`src/rtl/jts16_char_pkg.sv`:
```
// Shared types and helpers for the character-layer pixel serializer.
// The optional horizontal flip is enabled with JTS16_CHAR_HFLIP_EN.
package jts16_char_pkg;

    localparam int PXL_W   = 8;
    localparam int WORD_W  = 16;
    localparam int NIBBLES = 4;

    // One queued character word with its attributes
    typedef struct packed {
        logic        hflip;
        logic        prio;
        logic [2:0]  pal;
        logic [15:0] data;
    } char_entry_t;

    // Pick the colour nibble for a pixel index; flip reverses the order
    function automatic logic [3:0] nibble_sel(input logic [15:0] data,
                                              input logic [1:0]  idx,
                                              input logic        flip);
        logic [1:0] pos;
        pos = flip ? ~idx : idx;
        case (pos)
            2'd0:    return data[15:12];
            2'd1:    return data[11:8];
            2'd2:    return data[7:4];
            2'd3:    return data[3:0];
            default: return 4'h0;
        endcase
    endfunction

endpackage

```
`src/rtl/jts16_char_fifo.sv`:
```
// Small synchronous FIFO with flush. The head entry is visible on dout
// whenever the FIFO is non-empty. DEPTH must be a power of two.
module jts16_char_fifo #(
    parameter int DEPTH = 2,
    parameter int W     = 21
) (
    input  logic         clk,
    input  logic         rst_n,
    input  logic         flush,
    input  logic         push,
    input  logic         pop,
    input  logic [W-1:0] din,
    output logic [W-1:0] dout,
    output logic         full,
    output logic         empty
);
    localparam int AW = (DEPTH > 1) ? $clog2(DEPTH) : 1;
    localparam logic [AW:0] FULL_CNT = (AW+1)'(DEPTH);

    logic [W-1:0]  mem_r [DEPTH];
    logic [AW-1:0] wr_ptr_r;
    logic [AW-1:0] rd_ptr_r;
    logic [AW:0]   count_r;
    logic          push_ok_s;
    logic          pop_ok_s;

    assign full      = (count_r == FULL_CNT);
    assign empty     = (count_r == '0);
    assign push_ok_s = push && !full && !flush;
    assign pop_ok_s  = pop && !empty && !flush;
    assign dout      = mem_r[rd_ptr_r];

    // Pointer and occupancy tracking; pointers wrap naturally modulo DEPTH
    always_ff @(posedge clk or negedge rst_n) begin
        if (!rst_n) begin
            wr_ptr_r <= '0;
            rd_ptr_r <= '0;
            count_r  <= '0;
        end else if (flush) begin
            wr_ptr_r <= '0;
            rd_ptr_r <= '0;
            count_r  <= '0;
        end else begin
            if (push_ok_s) wr_ptr_r <= wr_ptr_r + AW'(1'b1);
            if (pop_ok_s)  rd_ptr_r <= rd_ptr_r + AW'(1'b1);
            case ({push_ok_s, pop_ok_s})
                2'b10:   count_r <= count_r + (AW+1)'(1'b1);
                2'b01:   count_r <= count_r - (AW+1)'(1'b1);
                default: count_r <= count_r;
            endcase
        end
    end

    // Entry storage
    always_ff @(posedge clk or negedge rst_n) begin
        if (!rst_n) begin
            for (int i = 0; i < DEPTH; i++) mem_r[i] <= '0;
        end else if (push_ok_s) begin
            mem_r[wr_ptr_r] <= din;
        end
    end

endmodule

```
`src/rtl/jts16_char_shifter.sv`:
```
// Character-layer pixel serializer: queues 4-pixel ROM words and emits one
// {prio, pal, colour} pixel per pixel-clock enable, counting underruns.
// Define JTS16_CHAR_HFLIP_EN to honour the per-word horizontal flip bit.
module jts16_char_shifter
    import jts16_char_pkg::*;
#(
    parameter int DEPTH = 2,
    parameter int CNTW  = 8
) (
    input  logic            clk,
    input  logic            rst_n,
    input  logic            pxl_cen,
    input  logic            line_start,
    input  logic            active,
    input  logic            ld_valid,
    output logic            ld_ready,
    input  logic [15:0]     ld_data,
    input  logic [2:0]      ld_pal,
    input  logic            ld_prio,
    input  logic            ld_hflip,
    output logic [7:0]      pxl,
    output logic            underrun,
    output logic [CNTW-1:0] underrun_cnt,
    input  logic            clr_err
);
`ifdef JTS16_CHAR_HFLIP_EN
    localparam int FIFO_W = 21;
`else
    localparam int FIFO_W = 20;
`endif

    logic [FIFO_W-1:0] push_word_s;
    logic [FIFO_W-1:0] head_word_s;
    char_entry_t       head_s;
    logic              full_s;
    logic              empty_s;
    logic              push_s;
    logic              pop_s;
    logic              shift_s;

    char_entry_t       sh_r;
    logic              sh_full_r;
    logic [1:0]        idx_r;
    logic [PXL_W-1:0]  pxl_r;
    logic              underrun_r;
    logic [CNTW-1:0]   cnt_r;

`ifdef JTS16_CHAR_HFLIP_EN
    assign push_word_s = {ld_hflip, ld_prio, ld_pal, ld_data};
    assign head_s      = head_word_s;
`else
    // Flip input is not stored in this build
    logic unused_hflip_s;
    assign unused_hflip_s = ld_hflip;
    assign push_word_s    = {ld_prio, ld_pal, ld_data};
    assign head_s         = {1'b0, head_word_s};
`endif

    // No acceptance in reset, while full, or during a line flush
    assign ld_ready = rst_n && !full_s && !line_start;
    assign push_s   = ld_valid && ld_ready;
    // A visible pixel is being consumed from a loaded shifter
    assign shift_s  = pxl_cen && active && sh_full_r;

    // FIFO head is consumed when the shifter is empty or finishes its last pixel
    always_comb begin
        pop_s = 1'b0;
        if (line_start) begin
            pop_s = 1'b0;
        end else if (!sh_full_r) begin
            pop_s = !empty_s;
        end else if (shift_s && (idx_r == 2'd3)) begin
            pop_s = !empty_s;
        end else begin
            pop_s = 1'b0;
        end
    end

    jts16_char_fifo #(
        .DEPTH (DEPTH),
        .W     (FIFO_W)
    ) u_fifo (
        .clk   (clk),
        .rst_n (rst_n),
        .flush (line_start),
        .push  (push_s),
        .pop   (pop_s),
        .din   (push_word_s),
        .dout  (head_word_s),
        .full  (full_s),
        .empty (empty_s)
    );

    // Shifter contents and pixel index
    always_ff @(posedge clk or negedge rst_n) begin
        if (!rst_n) begin
            sh_r      <= '0;
            sh_full_r <= 1'b0;
            idx_r     <= 2'd0;
        end else if (line_start) begin
            sh_full_r <= 1'b0;
            idx_r     <= 2'd0;
        end else if (pop_s) begin
            sh_r      <= head_s;
            sh_full_r <= 1'b1;
            idx_r     <= 2'd0;
        end else if (shift_s) begin
            if (idx_r == 2'd3) begin
                sh_full_r <= 1'b0;
                idx_r     <= 2'd0;
            end else begin
                idx_r     <= idx_r + 2'd1;
            end
        end
    end

    // Registered pixel output, updated only on pixel-clock enables
    always_ff @(posedge clk or negedge rst_n) begin
        if (!rst_n) begin
            pxl_r <= '0;
        end else if (pxl_cen) begin
            if (shift_s && !line_start) begin
                pxl_r <= {sh_r.prio, sh_r.pal, nibble_sel(sh_r.data, idx_r, sh_r.hflip)};
            end else begin
                pxl_r <= '0;
            end
        end
    end

    // Sticky underrun flag and saturating count; clearing wins
    always_ff @(posedge clk or negedge rst_n) begin
        if (!rst_n) begin
            underrun_r <= 1'b0;
            cnt_r      <= '0;
        end else if (clr_err) begin
            underrun_r <= 1'b0;
            cnt_r      <= '0;
        end else if (pxl_cen && active && !sh_full_r && !line_start) begin
            underrun_r <= 1'b1;
            if (cnt_r != {CNTW{1'b1}}) cnt_r <= cnt_r + CNTW'(1'b1);
        end
    end

    assign pxl          = pxl_r;
    assign underrun     = underrun_r;
    assign underrun_cnt = cnt_r;

endmodule

```
`config.mk`:
```
export PLATFORM = sky130hd
export DESIGN_NAME = jts16_char_shifter
export DESIGN_NICKNAME = d
export VERILOG_FILES = /design/src/rtl/jts16_char_pkg.sv /design/src/rtl/jts16_char_fifo.sv /design/src/rtl/jts16_char_shifter.sv
export SDC_FILE = /design/constraint.sdc
export NUM_CORES = 1
export LEC_CHECK = 0
export BUFFER_PORTS_ARGS = -buffer_cell sky130_fd_sc_hd__buf_2
export CAP_MARGIN = 10
export CORE_MARGIN = 5
export CORE_UTILIZATION = 57
export DETAILED_ROUTE_END_ITERATION = 16
export GPL_TIMING_DRIVEN = 0
export PLACE_DENSITY = 0.79
export RECOVER_POWER = 50
export SLEW_MARGIN = 15
export SYNTH_ARGS = -nofsm -noshare
export SYNTH_HDL_FRONTEND = slang
export SYNTH_SLANG_ARGS = --single-unit
export TNS_END_PERCENT = 5
```
`constraint.sdc`:
```
create_clock -name clk -period 1.7 [get_ports clk]
set_input_delay 0.34 -clock clk [delete_from_list [all_inputs] [get_ports clk]]
set_output_delay 0.34 -clock clk [all_outputs]
set_load 0.02 [all_outputs]
```
==> impl.org <==
** Logic synthesis
- Share of synthesized cell area in and, or, nand and nor gates :: 9.30%
- Cell Area, Synth :: 0.00369 mm2
- Mapped Nets :: 338
- Arithmetic-cell share of the synthesized area counting full adders, half adders and majority gates :: 1.70%
- XOR/XNOR share of the synthesized area :: 1.43%
- Ys async rst share :: 100%
- After synthesis, the most frequently instantiated cells are dfrtp_1, mux2_2, nor2_1, a21oi_1, mux2i_1.
- Area share of the largest cell type after synthesis :: 57.0%
- By area the synthesized netlist is led by dfrtp_1, mux2_2, mux2i_1.
- The synthesized netlist contains 36 unique library cells.
- Summed over all instances, the cell type with the most area after synthesis is dfrtp_1.
- Counting flops and latches in the post-synthesis netlist gives 84.
- Sequential share of the synthesized area :: 57.0%
- Warnings, synthesis :: 0
- Post-Syn Instances :: 305
- Among all cell types in the netlist, the one instantiated most often is dfrtp_1.
- Combinational family with the most area after synthesis :: multiplexers
- Ys flop type :: dfrtp_1
- Synthesized area divided by synthesized cell count :: 12.1 um2
- Number of synthesized flops with an enable pin :: 0
- Post-synthesis compound-gate area fraction :: 8.59%
- Measured against the total synthesized area, the mux share comes to 18.5%.

** GRT
- Summed over all layers, the global routing overflow is 0.
- In this run the most used layer during global routing was met2.
- The via count of the first global-routing pass is 2,623.
- Met3 GRT Util :: 4.67%
- Wire length of the first global-routing pass :: 12.3 mm
- Met2 global-route usage :: 29.6%
- Maximum number of pins on one net before global-route repair :: 55
- GRT Resource Usage Total :: 18.7%
- The number of antenna violations at the first check in global routing was 0.
- Global routing used 24.7% of the available met1 tracks.

** Drt
- After detailed routing, the number of vias per cell comes to 5.63.
- Initial DRT Pass Iterations :: 5
- Overall via count from detail_route :: 2,509
- Antenna-violating nets left :: 0
- The final layout contains routed wiring with a total length of 7.37 mm.
- Routed wirelength normalized by instance count :: 16.5 um
- Drt drc :: 0
- DRT iter0 DRCs :: 150

** Floorplanning
- Die Y :: 90.4 um
- Die width :: 90.4 um
- Floorplan core area :: 0.00631 mm2
- The initial utilization of the core area, before any placement, comes to 58.4%.
- Number of top-level pins :: 46
- Row generation in the floorplan step produced 29 rows.
- Die ar. :: 0.00818 mm2

** Run status
- Result of the run :: finished clean

** Timing
- In the final timing run, aggregate negative setup slack is 0 ns.
- Max Freq :: 591 MHz
- Number of endpoints with negative hold slack in the final report :: 0
- Setup repair after global routing could not meet its margin everywhere.
- The worst pin sits at a relative slew slack of 13.3%.
- Number of setup violations in the final report :: 0
- Smallest setup slack after layout :: 0.00706 ns
- Clock period minus worst slack :: 1.69 ns
- The max-slew violation count was 0.
- Transition time at the pin with the least slew margin :: 1.30 ns
- Portion of the clock cycle consumed by the worst path in the final layout :: 99.6%
- For the final database, setup skew stands at 0.00723 ns.

** Placed design
- Pre-CTS WS :: -0.267 ns
- At the end of routability-driven placement, the weighted congestion stood at 0.824.
- Count of input and output buffers :: 43
- Detailed placement HPWL :: 4.85 mm

** Worst setup path
- Together, buffers and inverters on the worst path number 1.
- At the worst endpoint, the arrival time is 1.92 ns.
- Worst Setup Start Kind :: flip-flop
- The worst setup path is captured at a flip-flop.
- Along the worst path, the maximum fanout reaches 10.
- Critical path type :: reg -> reg
- The kind of cell with the highest combined delay along the critical path is simple AND/OR/NAND/NOR gates.
- The slowest stage of the critical path is the dfrtp_1 cell.
- Required time of the critical path :: 1.93 ns
- In this design, the stage delay of the slowest critical-path cell is 0.41 ns.
- Walking the worst path, the cells encountered are nor2b_4 -> nor3b_4 -> and3b_2 -> buf_12 -> mux2_2.

** CTS
- Counting along the longest clock path gives a buffer depth of 2.
- Clock transition time at the flip-flop clock pins of the worst setup and hold paths :: 0.08 ns
- At the later pin of the worst-skew pair, clock insertion delay measures 0.34 ns.
- For this design, the sink count on the clock tree is 84.
- Buffer cell driving the clock tree root :: clkbuf_8
- TritonCTS built the clock tree.
- Buffers inserted during clock tree synthesis total 9.
- The clock tree synthesis step divided the H-tree into 3 levels.

** Power and ir drop
- Power Density :: 1080 mW/mm2
- For this design the static power due to leakage is 1.95 nW.
- IR analysis of the VDD net gives a maximum drop of 0.916 mV.

** Final layout
- Layout cell share with drive strength beyond 1 :: 33.3%
- The final layout contains 397 nets.
- The multi-input combinational cells in the finished layout cover a total of 0.00150 mm2.
- For this run, the share of the core covered by cells in the final layout is 67.9%.
- Combined flip-flop and latch cell area :: 0.00210 mm2
- Relative to the synthesized area, the layout overhead comes to 16.2%.
- The filler cells instantiated in the layout total 467.
- 0 antenna diodes ended up in the layout.

** Flow run
- Across the run, the number of max-cap violations was 0.

** Hold path
- In this run the worst hold path is classified as in -> reg.
-- per-stage QoR --
step / instances / total power, mW / hold slack [ns] / cell area (um2)
final: 446 / 4.63 / 0.236 / 4280
after global routing: 446 / 4.90 / 0.215 / 4280
after floorplan: 305 / 3.10 / 0.0444 / 3690
after detailed placement: 426 / 3.35 / 0.311 / 4030
after global placement: 425 / 3.29 / 0.475 / 4000
after CTS: 446 / 4.65 / 0.0130 / 4280
-- routing by layer --
metal,routed length (um),vias up
met5,0,-
met4,114,0
met3,341,10
met2,3640,57
met1,3280,1253
li1,-,1189
-- logic make-up (layout without fill, tap and decap cells) --
logic type / count (synthesis) / after routing
buf+inv: 25 / 89
xor+xnor: 6 / 6
simple gates: 69 / 69
flops: 84 / 84
fa+ha+maj: 5 / 5
mux: 63 / 63
compound gates: 53 / 53
-- cell usage in the layout, fill, tap and decap left out, types with 3 or more instances in the layout --
cell and instances:
buf_4 8, dfrtp_1 83, nand2_1 15, o21ai_0 14
o211ai_1 3, mux2i_1 22, a222oi_1 4, nor2_1 33
nor3_1 4, mux2_2 36, a21oi_1 25, mux2_4 5
nand4_1 3, inv_1 11, xor2_1 5, ha_1 4
clkbuf_1 4, buf_2 45, clkbuf_8 11
-- power breakdown --
group | total (mW) | internal [mW] | switching (mW) | leakage [nW]
combinational | 0.738 | 0.395 | 0.343 | 0.817
sequential | 2.60 | 2.39 | 0.216 | 1.04
clock | 1.29 | 0.613 | 0.677 | 0.0896
total | 4.63 | 3.40 | 1.24 | 1.95
-- state kept, by name, summed over array words and instances (netlist names) --
name	cells
u_fifo.mem_r	40
sh_r	20
pxl	8
underrun_cnt	8
idx_r	2
u_fifo.count_r	2
sh_full_r	1
u_fifo.rd_ptr_r	1
u_fifo.wr_ptr_r	1
underrun	1
-- cell type report --
type                            instances  area share, %
Buffer                                 14           2.66
Clock buffer                           13           3.71
Clock inverter                          3          0.496
Inverter                               11          0.964
Multi-Input combinational cell        196           35.0
Sequential cell                        84           49.1
Tap cell                               77           2.25
Timing Repair Buffer                   48           5.81
-- final timing paths --
| check | startpoint | end | slack [ns] | depth (start not counted) |
|---|---|---|---|---|
| hold reg to reg | sh_r[19]$_DFFE_PN0P_ | pxl[7]$_DFFE_PN0P_ | 0.49 | 2 |
| hold / removal | ld_data[3] | u_fifo.mem_r[23]$_DFFE_PN0P_ | 0.24 | 2 |
| max in group asynchronous | rst_n | idx_r[1]$_DFFE_PN0P_ | 0.30 | 2 |
| setup / recovery | u_fifo.count_r[1]$_DFFE_PN0P_ | u_fifo.mem_r[39]$_DFFE_PN0P_ | 0.007 | 5 |
| min in group asynchronous | rst_n | underrun_cnt[0]$_DFFE_PN0P_ | 0.52 | 2 |
| setup reg to reg | u_fifo.count_r[1]$_DFFE_PN0P_ | u_fifo.mem_r[39]$_DFFE_PN0P_ | 0.007 | 5 |
-- timing repair --
item                                   4_1_cts  5_1_grt
endpoints found under the hold margin       30        0
setup endpoints to repair                   21       41
pin swaps                                    1        2
resized for setup                            9       11
buffers inserted                             1        0
cloned                                       1        0
hold buffers                                 2        0
(Power assumes the default switching activity.)
